## config.mk

```make
export PLATFORM = sky130hd
export DESIGN_NAME = score_digit_renderer
export DESIGN_NICKNAME = d
export VERILOG_FILES = /design/src/rtl/score_digit_renderer.sv
export SDC_FILE = /design/constraint.sdc
export NUM_CORES = 1
export LEC_CHECK = 0
export ABC_AREA = 0
export BUFFER_PORTS_ARGS = -buffer_cell sky130_fd_sc_hd__buf_2
export CORE_MARGIN = 10
export CORE_UTILIZATION = 59
export DETAILED_ROUTE_END_ITERATION = 10
export GPL_TIMING_DRIVEN = 0
export PLACE_DENSITY = 0.88
export SYNTH_ARGS = -nofsm -noshare
export SYNTH_HDL_FRONTEND = slang
export SYNTH_SLANG_ARGS = --single-unit
```

## constraint.sdc

```tcl
create_clock -name clk -period 3.6 [get_ports clk]
set_input_delay 0.36 -clock clk [delete_from_list [all_inputs] [get_ports clk]]
set_output_delay 0.36 -clock clk [all_outputs]
set_load 0.02 [all_outputs]
```

## src/rtl/score_digit_renderer.sv

```systemverilog
// score_digit_renderer
// Converts a binary score to BCD with a sequential double-dabble engine and
// renders the digits as scaled 8x8 glyphs with leading-zero blanking.
// Render path: two registered stages from pixel coordinates to pix_on.
module score_digit_renderer #(
  parameter int DIGITS        = 4,
  parameter int VALUE_W       = 14,
  parameter int SCALE_SHIFT   = 1,
  parameter int BLANK_LEADING = 1
) (
  input  logic               clk,
  input  logic               rst_n,
  input  logic [VALUE_W-1:0] value,
  input  logic               value_load,
  output logic               busy,
  output logic               overflow,
  input  logic [10:0]        origin_x,
  input  logic [9:0]         origin_y,
  input  logic [10:0]        pix_x,
  input  logic [9:0]         pix_y,
  input  logic               pix_valid,
  output logic               pix_on,
  output logic               pix_on_valid
);

  localparam int BCD_W = 4 * DIGITS;
  localparam int SR_W  = BCD_W + VALUE_W;
  localparam int CNT_W = $clog2(VALUE_W + 1);
  localparam int DIG_W = (DIGITS > 1) ? $clog2(DIGITS) : 1;
  localparam int BOX_W = (DIGITS * 8) << SCALE_SHIFT;
  localparam int BOX_H = 8 << SCALE_SHIFT;

  // 10^n evaluated at elaboration time for the saturation limit.
  function automatic logic [63:0] pow10(input int n);
    logic [63:0] r;
    r = 64'd1;
    for (int k = 0; k < n; k++) begin
      r = r * 64'd10;
    end
    return r;
  endfunction

  localparam logic [63:0] MAX_VAL = pow10(DIGITS) - 64'd1;

  // One glyph row of the 8x8 digit font; MSB is the leftmost pixel.
  // Non-decimal codes map to an empty glyph.
  function automatic logic [7:0] font_row(input logic [3:0] d, input logic [2:0] r);
    logic [63:0] g;
    case (d)
      4'd0:    g = 64'h3C66666666663C00;
      4'd1:    g = 64'h183818181818_7E00;
      4'd2:    g = 64'h3C66060C30607E00;
      4'd3:    g = 64'h3C66061C06663C00;
      4'd4:    g = 64'h0C1C3C6C7E0C1E00;
      4'd5:    g = 64'h7E607C0606663C00;
      4'd6:    g = 64'h3C66607C66663C00;
      4'd7:    g = 64'h7E66060C18181800;
      4'd8:    g = 64'h3C66663C66663C00;
      4'd9:    g = 64'h3C66663E06663C00;
      default: g = 64'h0;
    endcase
    g = g << {r, 3'b000};
    return g[63:56];
  endfunction

  // ---------------------------------------------------------------------
  // Conversion engine
  // ---------------------------------------------------------------------
  typedef enum logic [1:0] {
    IDLE,
    CONVERT,
    COMMIT
  } state_t;

  state_t             state_q, state_d;
  logic [CNT_W-1:0]   iter_q, iter_d;
  logic [SR_W-1:0]    sr_q, sr_d;
  logic               pend_ovf_q, pend_ovf_d;
  logic [BCD_W-1:0]   disp_q, disp_d;
  logic               overflow_q, overflow_d;

  logic [63:0]        value_ext;
  logic               value_ovf;
  logic [VALUE_W-1:0] value_sat;
  logic [SR_W-1:0]    sr_adj;
  logic [SR_W-1:0]    sr_shift;

  // Values that cannot be shown are clamped to all nines.
  assign value_ext = 64'(value);
  assign value_ovf = (value_ext > MAX_VAL);
  assign value_sat = value_ovf ? MAX_VAL[VALUE_W-1:0] : value;

  // Add-3 correction on every BCD nibble, then one shift per iteration.
  assign sr_adj[VALUE_W-1:0] = sr_q[VALUE_W-1:0];
  for (genvar gi = 0; gi < DIGITS; gi++) begin : g_dabble
    logic [3:0] nib;
    assign nib = sr_q[VALUE_W + 4*gi +: 4];
    assign sr_adj[VALUE_W + 4*gi +: 4] = (nib >= 4'd5) ? (nib + 4'd3) : nib;
  end
  assign sr_shift = sr_adj << 1;

  // Conversion FSM and display register state.
  always_ff @(posedge clk or negedge rst_n) begin
    if (!rst_n) begin
      state_q    <= IDLE;
      iter_q     <= '0;
      sr_q       <= '0;
      pend_ovf_q <= 1'b0;
      disp_q     <= '0;
      overflow_q <= 1'b0;
    end else begin
      state_q    <= state_d;
      iter_q     <= iter_d;
      sr_q       <= sr_d;
      pend_ovf_q <= pend_ovf_d;
      disp_q     <= disp_d;
      overflow_q <= overflow_d;
    end
  end

  // Next-state logic: load in IDLE, VALUE_W dabble steps, one commit cycle.
  always_comb begin
    state_d    = state_q;
    iter_d     = iter_q;
    sr_d       = sr_q;
    pend_ovf_d = pend_ovf_q;
    disp_d     = disp_q;
    overflow_d = overflow_q;
    case (state_q)
      IDLE: begin
        if (value_load) begin
          sr_d       = {{BCD_W{1'b0}}, value_sat};
          pend_ovf_d = value_ovf;
          iter_d     = '0;
          state_d    = CONVERT;
        end
      end
      CONVERT: begin
        sr_d   = sr_shift;
        iter_d = iter_q + CNT_W'(1);
        if (iter_q == CNT_W'(VALUE_W - 1)) begin
          state_d = COMMIT;
        end
      end
      COMMIT: begin
        disp_d     = sr_q[SR_W-1 -: BCD_W];
        overflow_d = pend_ovf_q;
        state_d    = IDLE;
      end
      default: state_d = IDLE;
    endcase
  end

  assign busy     = (state_q != IDLE);
  assign overflow = overflow_q;

  // ---------------------------------------------------------------------
  // Digit view of the display register, index 0 = leftmost digit
  // ---------------------------------------------------------------------
  logic [3:0]        digit_nib [DIGITS];
  logic [DIGITS-1:0] lead_zero;
  logic [DIGITS-1:0] blank;

  for (genvar gi = 0; gi < DIGITS; gi++) begin : g_digits
    assign digit_nib[gi] = disp_q[4*(DIGITS-1-gi) +: 4];
    if (gi == 0) begin : g_first
      assign lead_zero[gi] = (digit_nib[gi] == 4'd0);
    end else begin : g_rest
      assign lead_zero[gi] = (digit_nib[gi] == 4'd0) && lead_zero[gi-1];
    end
    // The rightmost digit is always drawn so a zero score shows "0".
    assign blank[gi] = (BLANK_LEADING != 0) && (gi != DIGITS - 1) && lead_zero[gi];
  end

  // ---------------------------------------------------------------------
  // Render stage 1: box test and field decode
  // ---------------------------------------------------------------------
  logic signed [11:0] dx;
  logic signed [10:0] dy;
  logic               in_box;

  logic               s1_valid_q, s1_valid_d;
  logic               s1_hit_q, s1_hit_d;
  logic [DIG_W-1:0]   s1_digit_q, s1_digit_d;
  logic [2:0]         s1_row_q, s1_row_d;
  logic [2:0]         s1_col_q, s1_col_d;

  assign dx = $signed({1'b0, pix_x} - {1'b0, origin_x});
  assign dy = $signed({1'b0, pix_y} - {1'b0, origin_y});

  assign in_box = !dx[11] && !dy[10] &&
                  ($unsigned(dx) < 12'(BOX_W)) &&
                  ($unsigned(dy) < 11'(BOX_H));

  // Stage 1 decode of the incoming pixel against the sampled origin.
  always_comb begin
    s1_valid_d = pix_valid;
    s1_hit_d   = pix_valid && in_box;
    s1_digit_d = dx[3+SCALE_SHIFT +: DIG_W];
    s1_col_d   = dx[SCALE_SHIFT +: 3];
    s1_row_d   = dy[SCALE_SHIFT +: 3];
  end

  // Stage 1 pipeline register.
  always_ff @(posedge clk or negedge rst_n) begin
    if (!rst_n) begin
      s1_valid_q <= 1'b0;
      s1_hit_q   <= 1'b0;
      s1_digit_q <= '0;
      s1_row_q   <= '0;
      s1_col_q   <= '0;
    end else begin
      s1_valid_q <= s1_valid_d;
      s1_hit_q   <= s1_hit_d;
      s1_digit_q <= s1_digit_d;
      s1_row_q   <= s1_row_d;
      s1_col_q   <= s1_col_d;
    end
  end

  // ---------------------------------------------------------------------
  // Render stage 2: font lookup
  // ---------------------------------------------------------------------
  logic [3:0] sel_nib;
  logic       sel_blank;
  logic [7:0] row_bits;
  logic       pix_on_q, pix_on_d;
  logic       pix_on_valid_q, pix_on_valid_d;

  // Select the addressed digit and fetch its glyph bit.
  always_comb begin
    sel_nib   = 4'd0;
    sel_blank = 1'b1;
    for (int i = 0; i < DIGITS; i++) begin
      if (s1_digit_q == DIG_W'(i)) begin
        sel_nib   = digit_nib[i];
        sel_blank = blank[i];
      end
    end
    row_bits       = font_row(sel_nib, s1_row_q);
    pix_on_d       = s1_hit_q && !sel_blank && row_bits[3'd7 - s1_col_q];
    pix_on_valid_d = s1_valid_q;
  end

  // Stage 2 output register.
  always_ff @(posedge clk or negedge rst_n) begin
    if (!rst_n) begin
      pix_on_q       <= 1'b0;
      pix_on_valid_q <= 1'b0;
    end else begin
      pix_on_q       <= pix_on_d;
      pix_on_valid_q <= pix_on_valid_d;
    end
  end

  assign pix_on       = pix_on_q;
  assign pix_on_valid = pix_on_valid_q;

endmodule

```

==> results.yml, run 1 <==
yosys:
  mappedNetlistArea_um2: 4705
  post_synth_num_cell_types: 61
  avgSynthCellArea_um2: 8.860
  seq_total_area_yosys: 0.3511
  synth_seq_cells: 66
  synthCells: 531
  synth-async-reset-ratio: 1.000
  yosys_warnings: 0
  synth-edff-count: 0
  net_count_after_synthesis: 630
  dominant_synthesized_flop_cell: "dfrtp_1"
worst_setup_path:
  worstSetupPathType: "flip-flop to flip-flop"
  startpoint_type: "flip-flop"
  worst-endpoint-required_ps: 3840
  critPathCaptureType: "flip-flop"
  path_common_cell: "clkbuf_1"
  crit_chain: "clkbuf_1, mux4_2, clkinv_1, ha_1, clkbuf_1, nand2_1, o21ai_0, a2111oi_0, nand3_1, nand4_1, a211oi_1, a311oi_2"
  cp_top_family: "compound AO/OA/AOI/OAI gates"
  critical_path_buf_inv_count: 3
  timing.critical_path.slowest_cell_delay_ps: 440
  cp_slowest_cell: "a2111oi_0"
  crit_path_max_fanout: 7
  critPathArrivalTime_ps: 3420
pwr:
  post-layout-total-power_mw: 3.884
  maximum_vdd_drop_mv: 0.5537
  total_leakage_power_nw: 2.485
  power.density_nw_per_um2: 718.0
grt:
  grt_util_all_layers: 0.2018
  maximum_number_of_pins_on_one_net_before_global_route_repair: 36
  grt_util_met2: 0.3616
  top_usage_layer: "met2"
  grt_pass1_vias: 4298
  met1_usage: 0.2288
  groute.layer.met3.usage: 0.03569
  antenna_found_initial: 0
  grt_first_pass_wirelength_um: 19630
  global_route.overflow_total: 0
timing:
  period_share: 0.8835
  rsz0062_at_grt: "no"
  clock.fmax_mhz: 314.4
  final.setup_skew_ps: 4.757
  finalHoldViolations: 0
  worstMarginPinSlew_ps: 784.1
  setup_viol_count_final: 0
  slew_headroom: 0.4728
  total_count_of_max_transition_violations_in_the_final_report: 0
  fin_ws_ps: 419.5
  final.setup.tns_ps: 0
  finalWorstPathRequiredPeriod_ps: 3180
die:
  die_area_um2: 11950
  floorplan.initialDensity: 0.6088
  chipHeight_um: 109.3
  ioPinCount: 64
  core_region_area_um2: 7727
  std_cell_rows: 32
  floorplan.die.width_um: 109.3
worst_hold_path:
  tightest_hold_check_type: "input pin to asynchronous set/reset pin"
cts:
  cts.path.max_buffers: 2
  cts.sink_count: 66
  worst_skew_pair.late_latency_ps: 340
  cts_buffers: 9
  clock-root-buffer: "clkbuf_8"
  postCtsHoldBufs: 0
  cts_tree: "done"
  clkTransAtPathRegs_ps: 70
  cts_max_level: 3
  postCtsResizedCells: 0
place:
  placedInstanceArea_um2: 5167
  gp_congestion: 0.9681
  post_place_worst_slack_ps: 357.9
  dpl.hpwl_um: 9032
  i_o_buffers: 63
detailed_routing:
  detail-route-antenna-nets: 0
  drt_pre_antenna_iters: 5
  wire_per_inst_um: 16.74
  via_per_inst: 6.060
  dr_total_vias: 4339
  drt_wirelength_um: 11990
  remaining_drc_errors: 0
  drtIter0Drc: 255
layout:
  nFillCells: 584
  layout.nets: 708
  antenna-diode-count: 0
  layout-area-overhead-vs-synth_pct: 14.97
  finalInstanceArea_um2: 5409
  drive_gt1_frac: 0.1759
  post-route-util: 0.7000
flow_run:
  max_cap_viol_count: 0
outcome:
  outcome: "finished, final reports clean"
per-layer routing:
metal  share of wire  routed length [um]
met5               0                   0
met1            0.39                4655
met3           0.048                 576
met2            0.53                6356
met4           0.033                 397
cell usage after synthesis, types with 6 or more instances:
master | n | area, um2
xor2_1 | 14 | 122.6
inv_1 | 33 | 123.9
ha_1 | 37 | 462.9
nand3_1 | 24 | 120.1
dfrtp_1 | 66 | 1652
a21o_1 | 6 | 45.04
xnor2_1 | 8 | 70.07
a31oi_1 | 10 | 62.56
nor2b_1 | 6 | 37.54
nand2b_1 | 16 | 100.1
nor2_1 | 34 | 127.6
a21oi_1 | 33 | 165.2
a211oi_1 | 6 | 45.04
o21ai_0 | 46 | 230.2
clkbuf_1 | 20 | 75.07
a22oi_1 | 10 | 75.07
o31ai_1 | 7 | 52.55
nor3_1 | 7 | 35.03
mux2_2 | 11 | 123.9
nand2_1 | 52 | 195.2
cell families after synthesis:
kind of cell | count (synthesis) | share of synthesized area
DFF | 66 | 0.3511
buffers and inverters | 62 | 0.05718
muxes | 21 | 0.06170
AOI/OAI and AO/OA | 155 | 0.2104
xor gates and xnor gates | 22 | 0.04096
adders and majority gates | 39 | 0.1069
and+or+nand+nor | 166 | 0.1718
layout make-up:
class | instances | area (um2) | share of cell area
Inverter | 34 | 127.6 | 0.02359
Clock inverter | 6 | 91.34 | 0.01689
Buffer | 28 | 141.4 | 0.02614
Clock buffer | 10 | 127.6 | 0.02359
Multi-Input combinational cell | 403 | 2784 | 0.5147
Tap cell | 102 | 127.6 | 0.02359
Timing Repair Buffer | 67 | 357.8 | 0.06616
Sequential cell | 66 | 1652 | 0.3053
power by group:
group | internal, mW | switching, mW
logic | 0.793 | 1.17
clock network | 0.391 | 0.290
registers | 1.01 | 0.228
flip-flops by register name (all words and copies together), names as in the netlist:
name	cells
s1_col_q	3
pix_on	1
digit_nib	16
s1_hit_q	1
pix_on_valid	1
overflow	1
pix_on_valid_d	1
s1_digit_q	2
state_q	2
iter_q	4
pend_ovf_q	1
s1_row_q	3
sr_q	30
through the flow:
stage / cells / hold WS (ps)
finish: 716 / 68.38
detailed placement: 697 / 345.0
floorplan: 531 / 64.41
global placement: 696 / 344.4
CTS: 713 / 82.47
global route: 716 / 112.7
path summary, 6_finish.rpt:
kind,startpoint,to,slack (ps),cells past startpoint
max,s1_digit_q[1],pix_on,420,12
min,rst_n,iter_q[0],70,1
max reg2reg,s1_digit_q[1],pix_on,420,12
min reg2reg,pix_on_valid_d,pix_on_valid,360,0
max in group asynchronous,rst_n,digit_nib[2],2910,2
min in group clk,pix_valid,pix_on_valid_d,140,1
layout by cell type (no fill, tap or decap), types with 3 or more instances in the layout:
| master | synthesis | layout |
|---|---|---|
| dfrtp_1 | 66 | 66 |
| buf_2 | 2 | 65 |
| nand2_1 | 52 | 52 |
| o21ai_0 | 46 | 46 |
| ha_1 | 37 | 37 |
| nor2_1 | 34 | 34 |
| inv_1 | 33 | 33 |
| a21oi_1 | 33 | 33 |
| nand3_1 | 24 | 24 |
| clkbuf_1 | 20 | 21 |
| nand2b_1 | 16 | 16 |
| xor2_1 | 14 | 14 |
| mux2_2 | 11 | 11 |
| a31oi_1 | 10 | 10 |
| a22oi_1 | 10 | 10 |
| clkbuf_8 | 0 | 9 |
| xnor2_1 | 8 | 8 |
| nor3_1 | 7 | 7 |
| o31ai_1 | 7 | 7 |
| a21o_1 | 6 | 6 |
| a211oi_1 | 6 | 6 |
| nor2b_1 | 6 | 6 |
| nor4_1 | 5 | 5 |
| o21bai_1 | 5 | 5 |
| nand4_1 | 5 | 5 |
| mux2i_1 | 5 | 5 |
| o21ai_1 | 5 | 5 |
| buf_6 | 4 | 4 |
| mux4_2 | 4 | 4 |
| and2_1 | 4 | 4 |
| a32o_1 | 4 | 4 |
| nor3b_1 | 3 | 3 |
| o32ai_1 | 3 | 3 |
| clkinvlp_4 | 0 | 3 |
| buf_4 | 0 | 3 |
repair_timing:
item / in CTS / in global routing
setup endpoints to repair: 0 / 1
buffers inserted: 0 / 3
hold endpoints to repair: 0 / 0
Note: power is estimated with default switching activity, not from simulation.
==> run 2, diff against run 1 <==
CELL_PAD_IN_SITES_DETAIL_PLACEMENT = 2   (was default)
CELL_PAD_IN_SITES_GLOBAL_PLACEMENT = 2   (was default)
CORE_UTILIZATION = 36   (was 59)
PLACE_DENSITY = 0.87   (was 0.88)
==> run 2 against run 1 <==
Compared with the run above:
- largest cell class unchanged
- largest power group unchanged
- final cell count grew 9.5%
- combinational power grew 12%
- maximum frequency shrank 6.5%
==> results.yml, run 2 (synthesized netlist as in run 1, its figures left out) <==
layout:
  final_cell_mix: "dfrtp_1 (66), buf_2 (64), nand2_1 (52), o21ai_0 (46), ha_1 (37)"
  layout.nets: 705
  drive_gt1_frac: 0.1702
  largest_register_ffs: 30
  max_flop_register: "sr_q"
  layout-area-overhead-vs-synth_pct: 17.90
  final_common_cell: "dfrtp_1"
timing:
  final.setup_skew_ps: 9.904
  final.setup.tns_ps: 0
  rsz0062_at_grt: "no"
  period_share: 0.9447
  slew_headroom: 0.3756
  total_count_of_max_transition_violations_in_the_final_report: 0
  worstMarginPinSlew_ps: 928.6
  finalWorstPathRequiredPeriod_ps: 3401
  finalHoldViolations: 0
  timing.hold.ws_ps: 118.6
  setup_viol_count_final: 0
  clock.fmax_mhz: 294.0
cts:
  clock-root-buffer: "clkbuf_16"
  cts_tree: "done"
  cts.sink_count: 66
  clkTransAtPathRegs_ps: 60
  postCtsHoldBufs: 0
  cts.path.max_buffers: 2
  cts_max_level: 3
  worst_skew_pair.late_latency_ps: 340
  cts_buffers: 9
pwr:
  total_leakage_power_nw: 2.511
  maximum_vdd_drop_mv: 0.4200
  power.density_nw_per_um2: 791.1
detailed_routing:
  dr_total_vias: 4548
  drt_wirelength_um: 18090
  remaining_drc_errors: 0
  wire_per_inst_um: 23.07
  drt_pre_antenna_iters: 4
  detail-route-antenna-nets: 0
  via_per_inst: 5.801
  drtIter0Drc: 259
die:
  ioPinCount: 64
  floorplan.die.width_um: 134.3
  std_cell_rows: 41
  die_area_um2: 18040
  chipHeight_um: 134.3
  floorplan.initialDensity: 0.3698
  core_region_area_um2: 12720
grt:
  maximum_number_of_pins_on_one_net_before_global_route_repair: 67
  global_route.overflow_total: 0
  antenna_found_initial: 0
  grt_util_all_layers: 0.2029
  grt_first_pass_wirelength_um: 29400
  grt_pass1_vias: 5264
place:
  dpl.hpwl_um: 13130
  i_o_buffers: 63
  gp_congestion: 0.8612
worst_setup_path:
  critPathArrivalTime_ps: 3640
  critPathCaptureType: "flip-flop"
  crit_path_max_fanout: 7
  startpoint_type: "flip-flop"
  worstSetupPathType: "flip-flop to flip-flop"
  worst-endpoint-required_ps: 3840
flow_run:
  max_cap_viol_count: 0
outcome:
  outcome: "finished, final reports clean"
worst_hold_path:
  tightest_hold_check_type: "input pin to asynchronous set/reset pin"
[run 2: changes by cell type in the layout (fill, tap and decap cells not counted), sizes merged]
| cell | before | now |
|---|---|---|
| diode | 0 | 1 |
| clkinvlp | 3 | 1 |
| bufinv | 2 | 1 |
| buf | 74 | 71 |
| clkbuf | 31 | 33 |
| clkinv | 2 | 3 |
[run 2: worst paths after layout]
path                           startpoint             end  slack [ps]  cells past startpoint
max                         s1_digit_q[1]          pix_on         200                     12
min in group clk                pix_valid  pix_on_valid_d         150                      1
min                                 rst_n       iter_q[1]         120                      1
min reg2reg                pix_on_valid_d    pix_on_valid         350                      0
max reg2reg                 s1_digit_q[1]          pix_on         200                     12
max in group asynchronous           rst_n    pix_on_valid        2910                      1
[run 2: per-stage QoR]
step | area, um2 | power [mW] | worst slack (ps) | instances | util
floorplan | 4705 | 2.629 | 917.4 | 531 | -
global placement | 5235 | 3.120 | 351.4 | 766 | 0.4115
detailed placement | 5238 | 3.364 | 109.1 | 766 | 0.4117
CTS | 5544 | 4.373 | 171.0 | 783 | 0.4358
global route | 5544 | 4.676 | 29.65 | 783 | 0.4358
finish | 5547 | 4.388 | 199.2 | 784 | 0.4360
[run 2: where the power goes]
part	total, mW	internal [mW]	switching, mW	leakage, nW
registers	1.29	1.01	0.282	0.817
logic	2.19	0.787	1.40	1.55
clock network	0.903	0.556	0.347	0.143
total	4.39	2.36	2.03	2.51
[run 2: per-layer routing]
layer  global-route usage  vias to the layer above  share of wire  wire [um]
met5                    0                        -              0          0
met4              0.08948                        0          0.029        519
met3              0.03062                       40          0.037        663
met2               0.3729                      128           0.54       9794
met1               0.2248                     2308           0.39       7113
li1                     -                     2072              -          -
[run 2: cell type report]
type / instances / area [um2]
clock buffers: 12 / 246.5
clock inverters: 4 / 51.30
flip-flops and latches: 66 / 1652
diodes: 1 / 2.502
repair buffers: 64 / 325.3
inverters: 34 / 127.6
multi-input cells: 403 / 2785
fillers: 1436 / 7176
plain buffers: 28 / 141.4
well taps: 172 / 215.2
[run 2: critical path: stages, from the launching register on]
cell and delay (ps):
dfrtp_1 330, clkbuf_1 350, mux4_2 320, clkinv_1 240, ha_1 370, clkbuf_1 230, nand2_1 130, o21ai_0 110
a2111oi_1 500, nand3_1 190, nand4_1 190, a211oi_1 80, a311oi_2 260
[run 2: what timing repair did]
action,in CTS,in global routing
setup buffers,1,0
endpoints found under the hold margin,0,0
resized for setup,1,0
setup endpoints to repair,1,0
==> run 3, diff against run 2 <==
CORE_MARGIN = 5   (was 10)
==> run 3 against run 2 <==
Compared with the run above:
- power is 2.4% higher
- register-to-register slack better by 110 ps
- via count increased by 0.18%
- global-route usage increased by 3.6 points
- core utilization increased by 0.30 points
- worst setup slack improved by 110 ps
- clock skew shrank 2.7 ps
- combinational power about the same
- non-clock buffer count stayed put
- critical endpoint unchanged
- count of clock-buffer cells in the layout shrank 1
- critical path type unchanged
- largest power group unchanged
==> results.yml, run 3 (synthesized netlist as in run 1, its figures left out) <==
outcome:
  outcome: "finished, final reports clean"
cts:
  worst_skew_pair.late_latency_ps: 340
  postCtsHoldBufs: 0
  cts_max_level: 3
  cts_buffers: 9
  clkTransAtPathRegs_ps: 60
  cts.sink_count: 66
  cts.path.max_buffers: 2
  postCtsResizedCells: 0
  clock-root-buffer: "clkbuf_16"
  cts_tree: "done"
grt:
  maximum_number_of_pins_on_one_net_before_global_route_repair: 67
  grt_first_pass_wirelength_um: 29700
  global_route.overflow_total: 0
  grt_util_all_layers: 0.2387
  antenna_found_initial: 1
  grt_pass1_vias: 5331
layout:
  final_common_cell: "dfrtp_1"
  max_flop_register: "sr_q"
  post-route-util: 0.4390
  layout.nets: 705
  drive_gt1_frac: 0.1735
  layout-area-overhead-vs-synth_pct: 18.72
  area_of_the_multi_input_gates_um2: 2784
  finalInstanceArea_um2: 5585
  seqCellArea_um2: 1652
  layout.cells.non_filler: 784
  nFillCells: 1432
  final_cell_mix: "dfrtp_1 (66), buf_2 (64), nand2_1 (52), o21ai_0 (46), ha_1 (37)"
  largest_register_ffs: 30
detailed_routing:
  detail-route-antenna-nets: 0
  via_per_inst: 5.811
  drt_pre_antenna_iters: 4
  dr_total_vias: 4556
  remaining_drc_errors: 0
  drtIter0Drc: 247
  drt_wirelength_um: 18710
  wire_per_inst_um: 23.87
worst_setup_path:
  timing.critical_path.slowest_cell_delay_ps: 510
  cp_top_family: "compound AO/OA/AOI/OAI gates"
  path_common_cell: "clkbuf_1"
  critPathCaptureType: "flip-flop"
  crit_chain: "clkbuf_1, mux4_2, clkinv_1, ha_1, clkbuf_1, nand2_1, o21ai_0, a2111oi_0, nand3_1, nand4_1, a211oi_1, a311oi_2"
  worst-endpoint-required_ps: 3840
  startpoint_type: "flip-flop"
  crit_path_max_fanout: 7
  cp_slowest_cell: "a2111oi_0"
  critPathArrivalTime_ps: 3530
  worstSetupPathType: "flip-flop to flip-flop"
  critical_path_buf_inv_count: 3
timing:
  fin_ws_ps: 310.4
  setup_viol_count_final: 0
  final.setup.tns_ps: 0
  period_share: 0.9138
  finalWorstPathRequiredPeriod_ps: 3290
  finalHoldViolations: 0
  timing.hold.ws_ps: 135.6
  slew_headroom: 0.4085
  rsz0062_at_grt: "no"
  worstMarginPinSlew_ps: 887.3
  clock.fmax_mhz: 304.0
  total_count_of_max_transition_violations_in_the_final_report: 0
  final.setup_skew_ps: 7.245
die:
  floorplan.initialDensity: 0.3698
  die_area_um2: 15450
  core_region_area_um2: 12720
  std_cell_rows: 41
  floorplan.die.width_um: 124.3
  chipHeight_um: 124.3
  ioPinCount: 64
flow_run:
  max_cap_viol_count: 0
pwr:
  maximum_vdd_drop_mv: 0.3734
  total_leakage_power_nw: 2.531
  post-layout-total-power_mw: 4.492
  power.density_nw_per_um2: 804.3
place:
  post_place_worst_slack_ps: 202.5
  placedInstanceArea_um2: 5238
  dpl.hpwl_um: 12010
  i_o_buffers: 63
  dp_cells: 766
  gp_congestion: 0.8284
worst_hold_path:
  tightest_hold_check_type: "input pin to asynchronous set/reset pin"
run 3: final cells by class:
| class | instances | area share |
|---|---|---|
| antenna | 1 | 0.0004480 |
| buffer | 28 | 0.02531 |
| clock buffer | 11 | 0.04525 |
| clock inverter | 5 | 0.01523 |
| inverter | 34 | 0.02285 |
| multi-input combinational | 403 | 0.4984 |
| sequential | 66 | 0.2957 |
| tap | 172 | 0.03853 |
| timing repair buffer | 64 | 0.05824 |
run 3: per-layer routing:
layer / wire, um / track usage / up-vias
li1: - / - / 2059
met1: 7750 / 0.2743 / 2385
met2: 10160 / 0.4545 / 84
met3: 385 / 0.03345 / 28
met4: 418 / 0.07092 / 0
met5: 0 / 0 / -
run 3: worst paths after layout:
path | from | end | slack (ps) | depth (start not counted)
setup reg to reg | s1_digit_q[1] | pix_on | 310 | 12
setup / recovery | s1_digit_q[1] | pix_on | 310 | 12
min in group clk | pix_valid | pix_on_valid_d | 170 | 1
hold / removal | rst_n | iter_q[2] | 140 | 1
hold reg to reg | pix_on_valid_d | pix_on_valid | 380 | 0
max in group asynchronous | rst_n | pix_on | 2880 | 1
run 3: where the power goes:
group	total (mW)	internal (mW)	switching, mW	leakage (nW)
Clock	1.00	0.648	0.356	0.162
Sequential	1.30	1.01	0.284	0.817
Combinational	2.19	0.790	1.40	1.55
run 3: repair_timing:
item	in CTS	in global routing
hold endpoints to repair	0	0
setup endpoints to repair	0	1
setup buffers	0	1
run 3: worst reg2reg max path: cells and delay by family (launching register included):
| family | cells | cell delay (ps) |
|---|---|---|
| DFF | 1 | 330 |
| adders and majority gates | 1 | 380 |
| AOI/OAI and AO/OA | 4 | 970 |
| muxes | 1 | 350 |
| buffers and inverters | 3 | 800 |
| and+or+nand+nor | 3 | 360 |
